==> config.mk <==
export PLATFORM = sky130hd
export DESIGN_NAME = reg_file_rd
export DESIGN_NICKNAME = d
export VERILOG_FILES = /design/src/rtl/reg_file_rd.sv
export SDC_FILE = /design/constraint.sdc
export NUM_CORES = 1
export LEC_CHECK = 0
export CORE_UTILIZATION = 30
export CTS_BUF_LIST = sky130_fd_sc_hd__clkbuf_16
export DETAILED_ROUTE_END_ITERATION = 12
export GPL_TIMING_DRIVEN = 1
export PLACE_DENSITY = 0.41
export SLEW_MARGIN = 5
export SYNTH_ARGS = -nofsm -noshare
export SYNTH_HDL_FRONTEND = slang
export SYNTH_SLANG_ARGS = --single-unit
==> constraint.sdc <==
create_clock -name clk -period 4.6 [get_ports clk]
set_clock_uncertainty 0.05 [all_clocks]
set_input_delay 0.92 -clock clk [delete_from_list [all_inputs] [get_ports clk]]
set_output_delay 0.92 -clock clk [all_outputs]
set_load 0.01 [all_outputs]
==> src/rtl/reg_file_rd.sv <==
// rtl/reg_file_rd.sv - register file with one write port and two registered, bypassed read ports
//
// Parameters:
//   WIDTH    data width of each register
//   DEPTH    number of registers (2..256, need not be a power of two)
//   AW       address width, derived from DEPTH (leave at default)
//   ZERO_R0  1 = register 0 reads as zero and ignores writes
//
// Ports:
//   clk        rising-edge clock
//   rst_n      asynchronous active-low reset
//   wr_en      write strobe
//   wr_addr    write register index
//   wr_data    write data
//   rd_en      capture new operands this cycle; 0 = hold previous operands
//   rd_a_addr  operand A register index
//   rd_b_addr  operand B register index
//   rd_a_data  registered operand A
//   rd_b_data  registered operand B
//   rd_valid   high the cycle after a capture, low otherwise

module reg_file_rd #(
    parameter int WIDTH   = 16,
    parameter int DEPTH   = 16,
    parameter int AW      = $clog2(DEPTH),
    parameter int ZERO_R0 = 0
) (
    input  logic             clk,
    input  logic             rst_n,
    input  logic             wr_en,
    input  logic [AW-1:0]    wr_addr,
    input  logic [WIDTH-1:0] wr_data,
    input  logic             rd_en,
    input  logic [AW-1:0]    rd_a_addr,
    input  logic [AW-1:0]    rd_b_addr,
    output logic [WIDTH-1:0] rd_a_data,
    output logic [WIDTH-1:0] rd_b_data,
    output logic             rd_valid
);

    logic [WIDTH-1:0] regs [DEPTH];

    // Effective write: strobe present, index inside the array, and not the
    // hard-wired zero register. Both storage update and bypass key off this,
    // so a dropped write can never leak onto a read port.
    logic wr_ok;

    always_comb begin
        wr_ok = wr_en && (32'(wr_addr) < DEPTH);
        if ((ZERO_R0 != 0) && (wr_addr == '0)) begin
            wr_ok = 1'b0;
        end
    end

    always_ff @(posedge clk or negedge rst_n) begin
        if (!rst_n) begin
            for (int i = 0; i < DEPTH; i++) begin
                regs[i] <= '0;
            end
        end else if (wr_ok) begin
            // Compare against each index instead of indexing directly so a
            // non-power-of-two DEPTH never produces an out-of-range access.
            for (int i = 0; i < DEPTH; i++) begin
                if (wr_addr == AW'(i)) begin
                    regs[i] <= wr_data;
                end
            end
        end
    end

    // Operand select for both read ports, in priority order:
    // out-of-range -> zero register -> same-cycle write bypass -> storage.
    logic [AW-1:0]    rd_addr [2];
    logic [WIDTH-1:0] sel     [2];

    assign rd_addr[0] = rd_a_addr;
    assign rd_addr[1] = rd_b_addr;

    always_comb begin
        for (int p = 0; p < 2; p++) begin
            sel[p] = '0;
            if (32'(rd_addr[p]) >= DEPTH) begin
                sel[p] = '0;
            end else if ((ZERO_R0 != 0) && (rd_addr[p] == '0)) begin
                sel[p] = '0;
            end else if (wr_ok && (wr_addr == rd_addr[p])) begin
                sel[p] = wr_data;
            end else begin
                for (int i = 0; i < DEPTH; i++) begin
                    if (rd_addr[p] == AW'(i)) begin
                        sel[p] = regs[i];
                    end
                end
            end
        end
    end

    // Operand registers: load on rd_en, otherwise hold so a stalled ALU keeps
    // its operands even if the source register is rewritten meanwhile.
    always_ff @(posedge clk or negedge rst_n) begin
        if (!rst_n) begin
            rd_a_data <= '0;
            rd_b_data <= '0;
            rd_valid  <= 1'b0;
        end else begin
            rd_valid <= rd_en;
            if (rd_en) begin
                rd_a_data <= sel[0];
                rd_b_data <= sel[1];
            end
        end
    end

endmodule

==> results of run 1 <==
==> layout make-up <==
class	count	area share
Timing Repair Buffer	140	0.0676
Clock buffer	37	0.0490
Clock inverter	28	0.00675
Multi-Input combinational cell	984	0.444
Tap cell	696	0.0461
Sequential cell	289	0.382
Inverter	21	0.00417
==> sequential cells by signal (all words and copies together), names as in the netlist <==
register   cells
rd_a_data     16
rd_valid       1
rd_b_data     16
regs         256
==> metal layers <==
metal / GRT usage / up-vias / share of wire
li1: - / 5479 / -
met1: 0.348 / 6722 / 0.46
met2: 0.364 / 491 / 0.45
met3: 0.0447 / 95 / 0.066
met4: 0.0608 / 0 / 0.023
met5: 0 / - / 0
==> synth_stat cells, drive strengths merged (7+ instances only) <==
library cell / instances / share of area
nor2: 61 / 0.014
a311oi: 7 / 0.0037
a22oi: 12 / 0.0055
o21ai: 88 / 0.027
mux4: 59 / 0.082
o211ai: 22 / 0.010
o221ai: 17 / 0.0091
dfrtp: 289 / 0.44
nor2b: 27 / 0.010
a31oi: 19 / 0.0072
nand2b: 21 / 0.0080
and3: 7 / 0.0027
a21oi: 42 / 0.013
inv: 19 / 0.0043
buf: 87 / 0.034
xnor2: 8 / 0.0047
mux2i: 64 / 0.039
a221oi: 7 / 0.0037
nand2: 101 / 0.023
mux2: 237 / 0.16
a221o: 7 / 0.0043
clkbuf: 53 / 0.012
nor3: 29 / 0.0088
nand3: 19 / 0.0058
a211oi: 25 / 0.012
o22ai: 10 / 0.0038
==> worst max-delay path by stage <==
stage | cells after the start | slack (ps) | end | startpoint
floorplan | 6 | 2130 | rd_a_data[15] | rd_a_addr[0]
global placement | 7 | 630 | rd_b_data[4] | rd_b_addr[3]
detailed placement | 7 | 590 | rd_b_data[4] | rd_b_addr[3]
CTS | 7 | 1160 | rd_b_data[4] | rd_b_addr[3]
global route | 7 | 990 | rd_b_data[4] | rd_b_addr[3]
finish | 7 | 910 | rd_b_data[4] | rd_b_addr[3]
==> power by group <==
| group | internal (mW) | leakage (nW) | switching [mW] |
|---|---|---|---|
| Combinational | 0.998 | 3.60 | 0.917 |
| Sequential | 3.12 | 3.55 | 0.541 |
| Clock | 1.46 | 0.560 | 1.18 |
| Total | 5.57 | 7.72 | 2.64 |
==> cells by family after synthesis <==
family	synth area share
xor+xnor	0.00472
simple gates	0.0898
mux	0.283
compound gates	0.131
buf+inv	0.0515
flops	0.440
==> through the flow <==
| step | cells | worst slack [ps] | utilization | area [um^2] |
|---|---|---|---|---|
| finish | 2195 | 915 | 0.350 | 18900 |
| global route | 2195 | 994 | 0.350 | 18900 |
| CTS | 2195 | 1160 | 0.350 | 18900 |
| detailed placement | 2130 | 588 | 0.330 | 17900 |
| global placement | 2130 | 626 | 0.330 | 17900 |
| floorplan | 1434 | 2130 | - | 16400 |
==> results.yml, run 1 <==
grt:
  grt_usage: 0.239
  grt_pass1_vias: 12700
  grt_start_max_net_pins: 92
  antenna_found_initial: 1
  grt_overflow: 0
  grt_pass1_wl_mm: 96.7
finish:
  fill_cells: 5348
  drive_gt1_frac: 0.298
  seq_area_um2: 7230
  multiInputGateArea_um2: 8390
  final_cell_mix: "dfrtp_1 (289), mux2_2 (236), nand2_1 (100)"
  mostFrequentLayoutCell: "dfrtp_1"
  areaGrowthSynthToFinish_pct: 15.0
  antenna_cells: 0
  fin_nets: 1504
worst_setup_path:
  r2r_setup_slack_ps: 1690
  crit_path_max_fanout: 13
  end_kind: "flop"
  r2r-end: "rd_b_data[4]"
  cp.required_ps: 4940
  crit_top_cell: "o21ai_0"
  critPathBufInv: 2
  max_stage_delay_ps: 1240
  crit_slowest_cell: "a2111oi_0"
  cp_data_arrival_time_ps: 4020
  critPathTopFamily: "compound AO/OA/AOI/OAI gates"
  startpoint_type: "primary input"
  reg2reg_from: "regs[132]"
  r2r_cells: 5
  crit_path_cell_trace: "clkdlybuf4s50_1 -> buf_4 -> and4b_1 -> a211oi_2 -> o21ai_0 -> a2111oi_0 -> o21ai_0"
  path_class: "primary input to flop"
yosys:
  synth_area_um2: 16400
  syn_nets: 1466
  synth_cell_types: 81
  synth_warnings: 0
  synth_edf_count: 0
  ys.flop_type: "dfrtp_1"
  avgSynthCellArea_um2: 11.5
  netlist_instances: 1434
  yosys_register_bits: 289
  async_flop_share: 1.00
  seq_area_frac_synth: 0.440
timing:
  setup_viol: 0
  finalMaxSlewViolations: 0
  setup_tns_ps: 0
  fmax_ghz: 0.271
  rsz0062_at_grt: "false"
  timing.final.crit_share: 0.801
  whs_ps: 388
  maxSlewHeadroom: 0.0410
  fin_crit_ps: 3690
  hold_viol: 0
  worst_slew_pin_slew_ps: 1400
routing:
  routed_wirelength_mm: 66.0
  drtIter0Drc: 1306
  drtPass1Iterations: 5
  routed_via_density: 5.83
  post-route-drc-count: 0
  dr_total_vias: 12800
  post_drt_wl_per_cell_um: 30.1
  drtAntennaViolNets: 0
power_and_ir_drop:
  p_leak_nw: 7.72
  vdd_drop_max_v: 0.000196
  fin_total_pwr_mw: 8.21
  p_per_area_nw_per_um2: 434
die:
  fp.dieH_um: 236
  die-area_um2: 55800
  core_um2: 54000
  rows: 85
  ioPinCount: 65
  initial_core_util: 0.304
  die_w_um: 236
clock_tree:
  htreeDepth: 2
  cts_setup_buffers: 0
  numCtsBuffers: 36
  cts_resized: 0
  cts_root_buffer: "clkbuf_16"
  cts_tree: "built"
  cts.reportedPaths.clkPinSlew_ps: 60
  cts.sinks: 289
  clockBufferDepth: 3
  cts_hold_buf: 0
  clk_latency_ps: 570
status:
  status: "completed"
placed_design:
  dpl.hpwl_mm: 45.4
  gp_congestion: 0.910
  port_buffers: 64
min_path:
  hold_path_class: "primary input to async pin"
run:
  cap_violations: 0
Note: power is estimated with default switching activity, not from simulation.
==> inputs of run 2 (changes only) <==
- clock period: 4.6 -> 3.5 ns (I/O delays scaled with it)
==> run 2 against run 1 <==
Compared with the run above:
- flip-flop and latch count did not move
- critical path type unchanged
- first-iteration DRC count decreased by 1.7%
- largest cell class unchanged
- worst hold slack got worse by 290 ps
- final area up 2.5%
- global-route usage is 0.50 points higher
==> results.yml, run 2 (synthesis gave the netlist of run 1 again) <==
worst_setup_path:
  path_class: "primary input to flop"
  cp_data_arrival_time_ps: 3080
  cp.required_ps: 3890
  startpoint_type: "primary input"
  crit_path_max_fanout: 11
  end_kind: "flop"
  r2r_setup_slack_ps: 1320
routing:
  post-route-drc-count: 0
  dr_total_vias: 13000
  routed_wirelength_mm: 67.8
  drtAntennaViolNets: 0
  routed_via_density: 5.81
  drtIter0Drc: 1284
  drtPass1Iterations: 6
  post_drt_wl_per_cell_um: 30.3
grt:
  grt_usage: 0.244
  grt_start_max_net_pins: 78
  antenna_found_initial: 2
  grt_pass1_wl_mm: 98.8
  grt_overflow: 0
  grt_pass1_vias: 13000
power_and_ir_drop:
  p_leak_nw: 8.00
  p_per_area_nw_per_um2: 564
  vdd_drop_max_v: 0.000292
finish:
  mostFrequentLayoutCell: "dfrtp_1"
  design_area_um2: 19400
  areaGrowthSynthToFinish_pct: 17.9
  utilization: 0.359
  largest_reg_flops: 256
  fin_nets: 1545
  regMostFlops: "regs"
  drive_gt1_frac: 0.317
  top_regs: "regs (256), rd_a_data (16), rd_b_data (16)"
  fill_cells: 5368
  final_cell_mix: "dfrtp_1 (289), mux2_2 (236), buf_4 (104)"
clock_tree:
  cts_hold_buf: 0
  cts_setup_buffers: 0
  cts_resized: 0
  clockBufferDepth: 3
  cts.sinks: 289
  htreeDepth: 2
  clk_latency_ps: 560
  numCtsBuffers: 37
  cts_tree: "built"
  cts_root_buffer: "clkbuf_16"
  cts.reportedPaths.clkPinSlew_ps: 60
placed_design:
  dpl.hpwl_mm: 47.0
  port_buffers: 64
  dpl_cell_area_um2: 18300
  gp_congestion: 0.956
timing:
  fmax_ghz: 0.371
  hold_viol: 0
  finalMaxSlewViolations: 0
  setup_tns_ps: 0
  fin_crit_ps: 2700
  setup_viol: 0
  worst_slew_pin_slew_ps: 885
  rsz0062_at_grt: "false"
  whs_ps: 102
  timing.final.crit_share: 0.771
  maxSlewHeadroom: 0.409
run:
  cap_violations: 0
die:
  fp.dieH_um: 236
  die_w_um: 236
  rows: 85
  ioPinCount: 65
  die-area_um2: 55800
  core_um2: 54000
  initial_core_util: 0.304
status:
  status: "completed"
min_path:
  hold_path_class: "primary input to async pin"
==> run 2: metal layers <==
metal / GRT usage / wire [um]
met1: 0.351 / 31600
met2: 0.373 / 30300
met3: 0.0429 / 4160
met4: 0.0716 / 1750
met5: 0 / 0
==> run 2: report_power, final <==
part / internal, mW / total, mW / switching [mW]
logic: 1.34 / 2.53 / 1.19
registers: 4.10 / 4.78 / 0.687
clock network: 2.08 / 3.61 / 1.54
==> run 2: final cells by class <==
type                       count  area [um^2]  area share
tap                          696          871      0.0449
clock buffer                  39          976      0.0503
clock inverter                28          144     0.00742
multi-input combinational    984         8390       0.433
sequential                   289         7230       0.373
antenna                        1         2.50    0.000129
inverter                      21         78.8     0.00407
timing repair buffer         180         1690      0.0872
==> run 2: per-stage QoR <==
step | total power, mW | worst slack [ps] | std cells
3_5_place_dp | 7.33 | 336 | 2170
3_3_place_gp | 7.29 | 327 | 2170
5_1_grt | 11.4 | 736 | 2238
4_1_cts | 11.0 | 914 | 2237
6_report | 10.9 | 803 | 2238
2_1_floorplan | 6.22 | 1250 | 1434
==> run 2: worst paths after layout <==
path	startpoint	to	cells past startpoint
max	wr_addr[0]	rd_a_data[12]	7
min	rst_n	regs[213]	1
max reg2reg	regs[193]	rd_a_data[1]	6
min reg2reg	rd_a_data[7]	rd_a_data[7]	2
max in group asynchronous	rst_n	regs[78]	2
min in group clk	rd_en	rd_valid	1
==> run 2: worst max-delay path, cell delays in order <==
cell	delay [ps]
clkdlybuf4s50_1	600
xnor2_1	350
nand3_1	270
nor2_1	160
buf_4	280
o21ai_0	290
a221o_1	420
